--- config.mk ---
export PLATFORM = sky130hd
export DESIGN_NAME = dmem_port_scheduler
export DESIGN_NICKNAME = d
export VERILOG_FILES = /design/src/rtl/dmem_port_scheduler.sv
export SDC_FILE = /design/constraint.sdc
export NUM_CORES = 1
export LEC_CHECK = 0
export ABC_AREA = 1
export BUFFER_PORTS_ARGS = -buffer_cell sky130_fd_sc_hd__buf_2
export CORE_AREA = 5 5 506 508
export DETAILED_ROUTE_END_ITERATION = 8
export DIE_AREA = 0 0 511 513
export PLACE_DENSITY = 0.36
export SYNTH_ARGS = -nofsm -noshare
export SYNTH_HDL_FRONTEND = slang
export SYNTH_SLANG_ARGS = --single-unit
--- constraint.sdc ---
create_clock -name clk -period 2.02 [get_ports clk]
set_input_delay 0.101 -clock clk [delete_from_list [all_inputs] [get_ports clk]]
set_output_delay 0.101 -clock clk [all_outputs]
set_load 0.01 [all_outputs]
--- src/rtl/dmem_port_scheduler.sv ---
// Round-robin scheduler that serialises NUM_PORTS requesters onto one single-port data memory.
// Optional performance counters are enabled by defining DMEM_SCHED_PERF_CNT_EN.
module dmem_port_scheduler #(
    parameter int NUM_PORTS       = 2,
    parameter int ADDR_SIZE       = 32,
    parameter int WRITE_DATA_SIZE = 32,
    parameter int READ_DATA_SIZE  = 512,
    parameter int READ_LATENCY    = 2
) (
    input  logic                                 clk,
    input  logic                                 rst_n,
    input  logic [NUM_PORTS-1:0]                 port_read_en,
    input  logic [NUM_PORTS*ADDR_SIZE-1:0]       port_read_addr,
    input  logic [NUM_PORTS-1:0]                 port_write_en,
    input  logic [NUM_PORTS*ADDR_SIZE-1:0]       port_write_addr,
    input  logic [NUM_PORTS*WRITE_DATA_SIZE-1:0] port_write_data,
    output logic [NUM_PORTS-1:0]                 port_read_valid,
    output logic [NUM_PORTS-1:0]                 port_write_done,
    output logic [READ_DATA_SIZE-1:0]            port_read_data,
    output logic                                 dmem_en,
    output logic                                 dmem_we,
    output logic [ADDR_SIZE-1:0]                 dmem_addr,
    output logic [WRITE_DATA_SIZE-1:0]           dmem_wdata,
`ifdef DMEM_SCHED_PERF_CNT_EN
    input  logic                                 perf_clr,
    output logic [31:0]                          perf_reads,
    output logic [31:0]                          perf_writes,
    output logic [31:0]                          perf_stall,
`endif
    input  logic [READ_DATA_SIZE-1:0]            dmem_rdata
);

    localparam int PW = $clog2(NUM_PORTS);
    localparam int CW = $clog2(READ_LATENCY + 1);

    typedef enum logic [2:0] {IDLE, ISSUE_R, ISSUE_W, WAIT_R, DONE_R} state_t;

    state_t          state_q, state_d;
    logic [PW-1:0]   gnt_q, gnt_d;
    logic [PW-1:0]   rr_q, rr_d;
    logic [CW-1:0]   lat_q, lat_d;
    logic            capture;

    logic [NUM_PORTS-1:0] req;
    logic                 win_found;
    logic [PW-1:0]        win_idx;
    logic [PW-1:0]        cand;
    logic [PW-1:0]        gnt_next;

    // First requesting port at or after the rr pointer, wrapping modulo NUM_PORTS.
    always_comb begin
        req       = port_read_en | port_write_en;
        win_found = 1'b0;
        win_idx   = '0;
        cand      = '0;
        for (int i = 0; i < NUM_PORTS; i++) begin
            cand = PW'((int'(rr_q) + i) % NUM_PORTS);
            if (!win_found && req[cand]) begin
                win_found = 1'b1;
                win_idx   = cand;
            end
        end
        gnt_next = (int'(gnt_q) == NUM_PORTS - 1) ? '0 : gnt_q + 1'b1;
    end

    // NOTE: every output of this block gets a default before the case, so no latch is inferred.
    always_comb begin
        state_d         = state_q;
        gnt_d           = gnt_q;
        rr_d            = rr_q;
        lat_d           = lat_q;
        capture         = 1'b0;
        dmem_en         = 1'b0;
        dmem_we         = 1'b0;
        dmem_addr       = '0;
        dmem_wdata      = '0;
        port_read_valid = '0;
        port_write_done = '0;
        case (state_q)
            IDLE: begin
                if (win_found) begin
                    gnt_d   = win_idx;
                    state_d = port_write_en[win_idx] ? ISSUE_W : ISSUE_R;
                end
            end
            ISSUE_W: begin
                dmem_en                = 1'b1;
                dmem_we                = 1'b1;
                dmem_addr              = port_write_addr[int'(gnt_q)*ADDR_SIZE +: ADDR_SIZE];
                dmem_wdata             = port_write_data[int'(gnt_q)*WRITE_DATA_SIZE +: WRITE_DATA_SIZE];
                port_write_done[gnt_q] = 1'b1;
                rr_d                   = gnt_next;
                state_d                = IDLE;
            end
            ISSUE_R: begin
                dmem_en   = 1'b1;
                dmem_addr = port_read_addr[int'(gnt_q)*ADDR_SIZE +: ADDR_SIZE];
                lat_d     = CW'(READ_LATENCY - 1);
                if (READ_LATENCY == 1) begin
                    capture = 1'b1;
                    state_d = DONE_R;
                end else begin
                    state_d = WAIT_R;
                end
            end
            WAIT_R: begin
                if (lat_q <= CW'(1)) begin
                    capture = 1'b1;
                    lat_d   = '0;
                    state_d = DONE_R;
                end else begin
                    lat_d = lat_q - 1'b1;
                end
            end
            DONE_R: begin
                port_read_valid[gnt_q] = 1'b1;
                rr_d                   = gnt_next;
                state_d                = IDLE;
            end
            default: state_d = IDLE;
        endcase
    end

    // NOTE: sequential state uses non-blocking assignments so all registers update together on the edge.
    always_ff @(posedge clk or negedge rst_n) begin
        if (!rst_n) begin
            state_q        <= IDLE;
            gnt_q          <= '0;
            rr_q           <= '0;
            lat_q          <= '0;
            port_read_data <= '0;
        end else begin
            state_q <= state_d;
            gnt_q   <= gnt_d;
            rr_q    <= rr_d;
            lat_q   <= lat_d;
            if (capture) port_read_data <= dmem_rdata;
        end
    end

`ifdef DMEM_SCHED_PERF_CNT_EN
    logic stall;

    // A requester stalls whenever it is not the port currently holding the memory.
    always_comb begin
        stall = 1'b0;
        for (int i = 0; i < NUM_PORTS; i++) begin
            if (req[i] && !(state_q != IDLE && int'(gnt_q) == i)) stall = 1'b1;
        end
    end

    always_ff @(posedge clk or negedge rst_n) begin
        if (!rst_n) begin
            perf_reads  <= '0;
            perf_writes <= '0;
            perf_stall  <= '0;
        end else if (perf_clr) begin
            perf_reads  <= '0;
            perf_writes <= '0;
            perf_stall  <= '0;
        end else begin
            if (state_q == DONE_R && perf_reads != '1)  perf_reads  <= perf_reads + 1'b1;
            if (state_q == ISSUE_W && perf_writes != '1) perf_writes <= perf_writes + 1'b1;
            if (stall && perf_stall != '1)               perf_stall  <= perf_stall + 1'b1;
        end
    end
`endif

endmodule
# Word level (Yosys, flattened, before mapping)
# Index checks and enable logic that the tools add are counted.
[classes] n_addsub=3 order_cmp=6 n_reduce_logical=9 n_mux=27 bitwise=1 eq_ne=6 shifts=3
[op_table] op="$shiftx A64 B7 Y32" count=3
[op_table] op="$pmux W32 S2" count=1
[op_table] op="$mux W32" count=1
[op_table] op="$mux W1" count=16
[op_table] op="$pmux W3 S3" count=1
[op_table] op="$lt A1 B2 Y1 const B" count=4
[op_table] op="$mux W2" count=4
[op_table] op="$eq A3 B2 Y1 const B" count=2
[op_table] op="$mux W3" count=2
[op_table] op="$ne A2 B2 Y1 const B" count=2
[op_table] op="$pmux W2 S2" count=1
[op_table] op="$reduce_and A2 Y1" count=2
[op_table] op="$reduce_or A2 Y1" count=2
[op_table] op="$eq A3 B1 Y1 const B" count=1
[op_table] op="$eq A3 B3 Y1 const B" count=1
[op_table] op="$logic_not A3 Y1" count=1
[op_table] op="$add A1 B1 Y1 const B" count=2
[op_table] op="$le A2 B1 Y1 const B" count=1
[op_table] op="$logic_and A1 B1 Y1" count=2
[op_table] op="$or A2 B2 Y2" count=1
[op_table] op="$reduce_bool A2 Y1" count=1
[op_table] op="$sub A2 B1 Y2 const B" count=1
[op_table] op="$demux W1 S1" count=1
[op_table] op="$ge A1 B1 Y1 const B" count=1
[op_table] op="$logic_not A1 Y1" count=1
[totals] ff_bits=519 wordCells=60 output_inout_bits=582

# Longest topological paths before layout
[logic_depth] ltp_word=12 ltp_mapped=10

# Worst setup path before layout
# Ideal clock, no wire load.
[synth_path] path_kind="reg2out" start="register state_q[2]" end="output port dmem_addr[14]" slack_ns=0.532 required_ns=1.919 path_buffers=2 stages_incl_launch_ff=10 arrival_ns=1.387 cell_sequence="dfrtp_1 > nor2_4 > nand2_1 > inv_1 > buf_4 > buf_2 > nand2_1 > nand2_1 > nand2_1 > a21oi_1"
[synth_via] elab_chain_len=2 elab_cells_between_ends=3 classes_between="2 x eq/ne; 1 x mux"
[synth_rtl] item="start: declaration" line="38" source="state_t state_q, state_d;"
[synth_rtl] item="start signal: assignment" line="133" source="state_q <= state_d;"
[synth_rtl] item="$eq A3 B1 Y1 / $eq A3 B2 Y1 (equally long branches)" line="79" source="case (state_q)"
[synth_rtl] item="$pmux W32 S2 (*)" line="79"
[synth_rtl] item="end: declaration" line="22" source="output logic [ADDR_SIZE-1:0] dmem_addr,"
# Mark *: on every way between the ends. The rest lies on a longest branch, timed or not.

# Final worst setup path
[layout_path] start="register state_q[0]" end="output port dmem_addr[15]"
# The elaborated chain is that of the path after synthesis.

==> impl_results.md <==
* Run status: complete, but fails checks
* Failing checks: setup timing
* Synth area leaders: dfrtp_1 (60%), nand2_1 (32%), buf_6 (2.3%)
* Final Worst Setup Slack at -0.3725 ns
* Vias in the first global route at 26670
* Cell accounting for the most synthesized area: dfrtp_1
* Clock Latency Late Sink at 0.68 ns
* Top Ports at 1292
* CTS root buf: clkbuf_16
* Mapped Area at 21630 µm²
* CTS tree: yes
* Maximum VDD drop at 0.0007137 V
* Maximum clock path buffer count at 3
* Die height at 513 µm
* Cell Count, Final, Fillers Out at between 8000 and 9000
* Largest net degree at the start of global routing at 78
* Fraction of layout cells with a size suffix above 1 at 0.3787
* Yosys reg bits at between 500 and 600
* Clock skew at 0.03700 ns
* DRT Pass-1 Iters at 5
* ANT nets after route at 0
* Hold_ws at 0.1445 ns
* Relative slew slack at 0.3750
* Cell mode on critical path: buf_6
* Dpl cells at 7290
* Critical path capture point type: output pin
* Fillers at between 20000 and 30000
* Max Cap Viol at 0
* Die Wd at 511 µm
* Half-perimeter wire length after placement at ~150000 µm
* Clock buffers created by TritonCTS at 72
* Register area share after synthesis at 0.6005
* Final Hold Fails at 0
* Most instantiated cells after synthesis: nand2_1 (1839), dfrtp_1 (519), inv_1 (80)
* H-tree levels at 3
* Top-count cell post-synth: nand2_1
* RSZ-0062 raised after global routing: yes
* Top delay family on crit path: buffers and inverters
* Pre-CTS WS at -0.04877 ns
* Lkg Pwr at 22.83 nW
* Tot Pwr at 66.70 mW
* Post-layout util at 0.1733
* Die Area at 262100 µm²
* Fmax at 418.0 MHz
* Worst-path cell chain: inv_2 -> buf_6 -> nor2_4 -> nand2_4 -> clkinv_8 -> buf_12 -> buf_6 -> nand2_4 -> nand3_2 -> a21oi_2 -> buf_6 -> buf_6
* CP Max Fanout at 8
* Final GP Congestion at 0.9700
* Buffers and inverters on the worst path at 7
* Post-synth EDFFs at 0
* Cells after synthesis at 2668
* Initial antenna violation count at 39
* Asr flop ratio synth at 1.000
* Worst path required time at 1.92 ns
* Slew @ Worst Pin at 0.9344 ns
* Kind of critical path: register to output pin
* Iteration-0 DRC Markers at between 1500 and 2000
* GRT Residual Overflow at 0
* Clk pin slew, worst setup/hold paths at 0.06 ns
* Vias at 26410
* Pwr dens at 1535 nW/µm²
* Synthesis-to-finish area growth at 100.9%
* Crit path largest cell delay at 0.38 ns
* GRT Total Usage at 0.1311
* Part of the cycle the worst path needs at 1.184
* Startpoint types: register
* Synth cell types at 17
* CP Data Arrival Time at between 2 and 2.5 ns
* # setup viols final at 160
* Initial Util at 0.08627
* Num rows at roughly 180
* Yosys warnings at 0
* Routed vias/inst at 3.280
* Hold WC Path Type: input pin to register
* Core area at 250700 µm²
* Synthesized area per cell at 8.107 µm²
* # DRC at 0
* First-pass GRT wire length at ~240000 µm
* Port-buffer cells at 1291
* Prevailing post-synth register cell: dfrtp_1
* Syn_nets at 3378
* Crit-path slowest cell: dfrtp_1
* # clock sinks at approximately 520
* Final slew viol count at 0
* Synth top area share at 0.6005
* # nets final at roughly 5300
* Final min period at around 2.4 ns
* DR WL/cell at 23.79 µm
* WL final at approximately 190000 µm
[power breakdown]
part,switching [mW],internal (mW)
logic,21.3,13.0
clock network,5.61,7.73
registers,3.44,15.6
total,30.3,36.4
[layer usage]
metal | vias up | routed length [µm] | track usage
met5 | - | 88 | 0
met4 | 14 | 3079 | 0.02350
met3 | 160 | 25730 | 0.07617
met2 | 1335 | 78520 | 0.1872
met1 | 12920 | 84120 | 0.1716
li1 | 11980 | - | -
[through the flow]
stage               cell area [µm²]  setup TNS (ns)
global route                  43420          -79.50
finish                        43450          -18.07
floorplan                     21630               0
detailed placement            32720          -1.154
CTS                           41220          -41.44
global placement              32720         -0.8800
[flip-flops by register name, summed over array words and instances, names as in the netlist]
signal and flops:
state_q 3, lat_q 2, port_read_data 512, rr_q 1, gnt_q 1
[layout by cell type, fill, tap and decap left out, drive strengths merged]
cell type,netlist,routed
clkbuf,20,143
nand3,37,37
dlygate4sd3,0,522
nand2,1839,1839
nor3,1,1
a31oi,1,1
bufinv,0,4
a21oi,36,36
diode,0,17
o21ai,4,4
clkinv,1,21
inv,82,88
clkinvlp,0,1
nor2,6,6
dfrtp,519,519
buf,122,1465
[worst min-delay path, delay by kind of cell]
family | cells | cell delay [ns]
buffers and inverters | 2 | 0.60
and+or+nand+nor | 2 | 0.09
[final cells by class]
type / instances / area, µm² / area share
antenna: 17 / 42.54 / 0.0009790
sequential: 519 / 12990 / 0.2989
tap: 3348 / 4189 / 0.09640
clock buffer: 102 / 2074 / 0.04774
timing repair inverter: 7 / 112.6 / 0.002591
multi-input combinational: 1924 / 7880 / 0.1813
timing repair buffer: 2028 / 15460 / 0.3558
inverter: 83 / 359.1 / 0.008264
clock inverter: 24 / 346.6 / 0.007976
[logic make-up (layout without fill, tap and decap cells)]
family,Yosys count,after routing,share of synthesized area
buffers and inverters,225,2244,0.06028
AND/OR/NAND/NOR,1883,1883,0.3297
flip-flops,519,519,0.6005
AO/OA/AOI/OAI,41,41,0.009545
other,0,17,0
[path summary, 6_finish.rpt]
| check | slack, ns | endpoint | start | cells past startpoint |
|---|---|---|---|---|
| worst max-delay path | -0.37 | dmem_addr[15] | state_q[0] | 12 |
| worst min-delay path | 0.14 | port_read_data[322] | dmem_rdata[322] | 4 |
| worst max register to register | -0.07 | port_read_data[143] | state_q[2] | 12 |
| worst min register to register | 0.46 | port_read_data[110] | port_read_data[110] | 2 |
| max in group asynchronous | 0.55 | port_read_data[192] | rst_n | 3 |
| min in group asynchronous | 0.15 | port_read_data[490] | rst_n | 3 |
[what timing repair did]
item	CTS	global route
setup buffers	10	18
setup endpoints to repair	181	580
hold buffers	522	0
cloned	7	64
endpoints found under the hold margin	1034	0
resized for setup	153	195
pin swaps	29	29
Note: power is estimated with default switching activity, not from simulation.
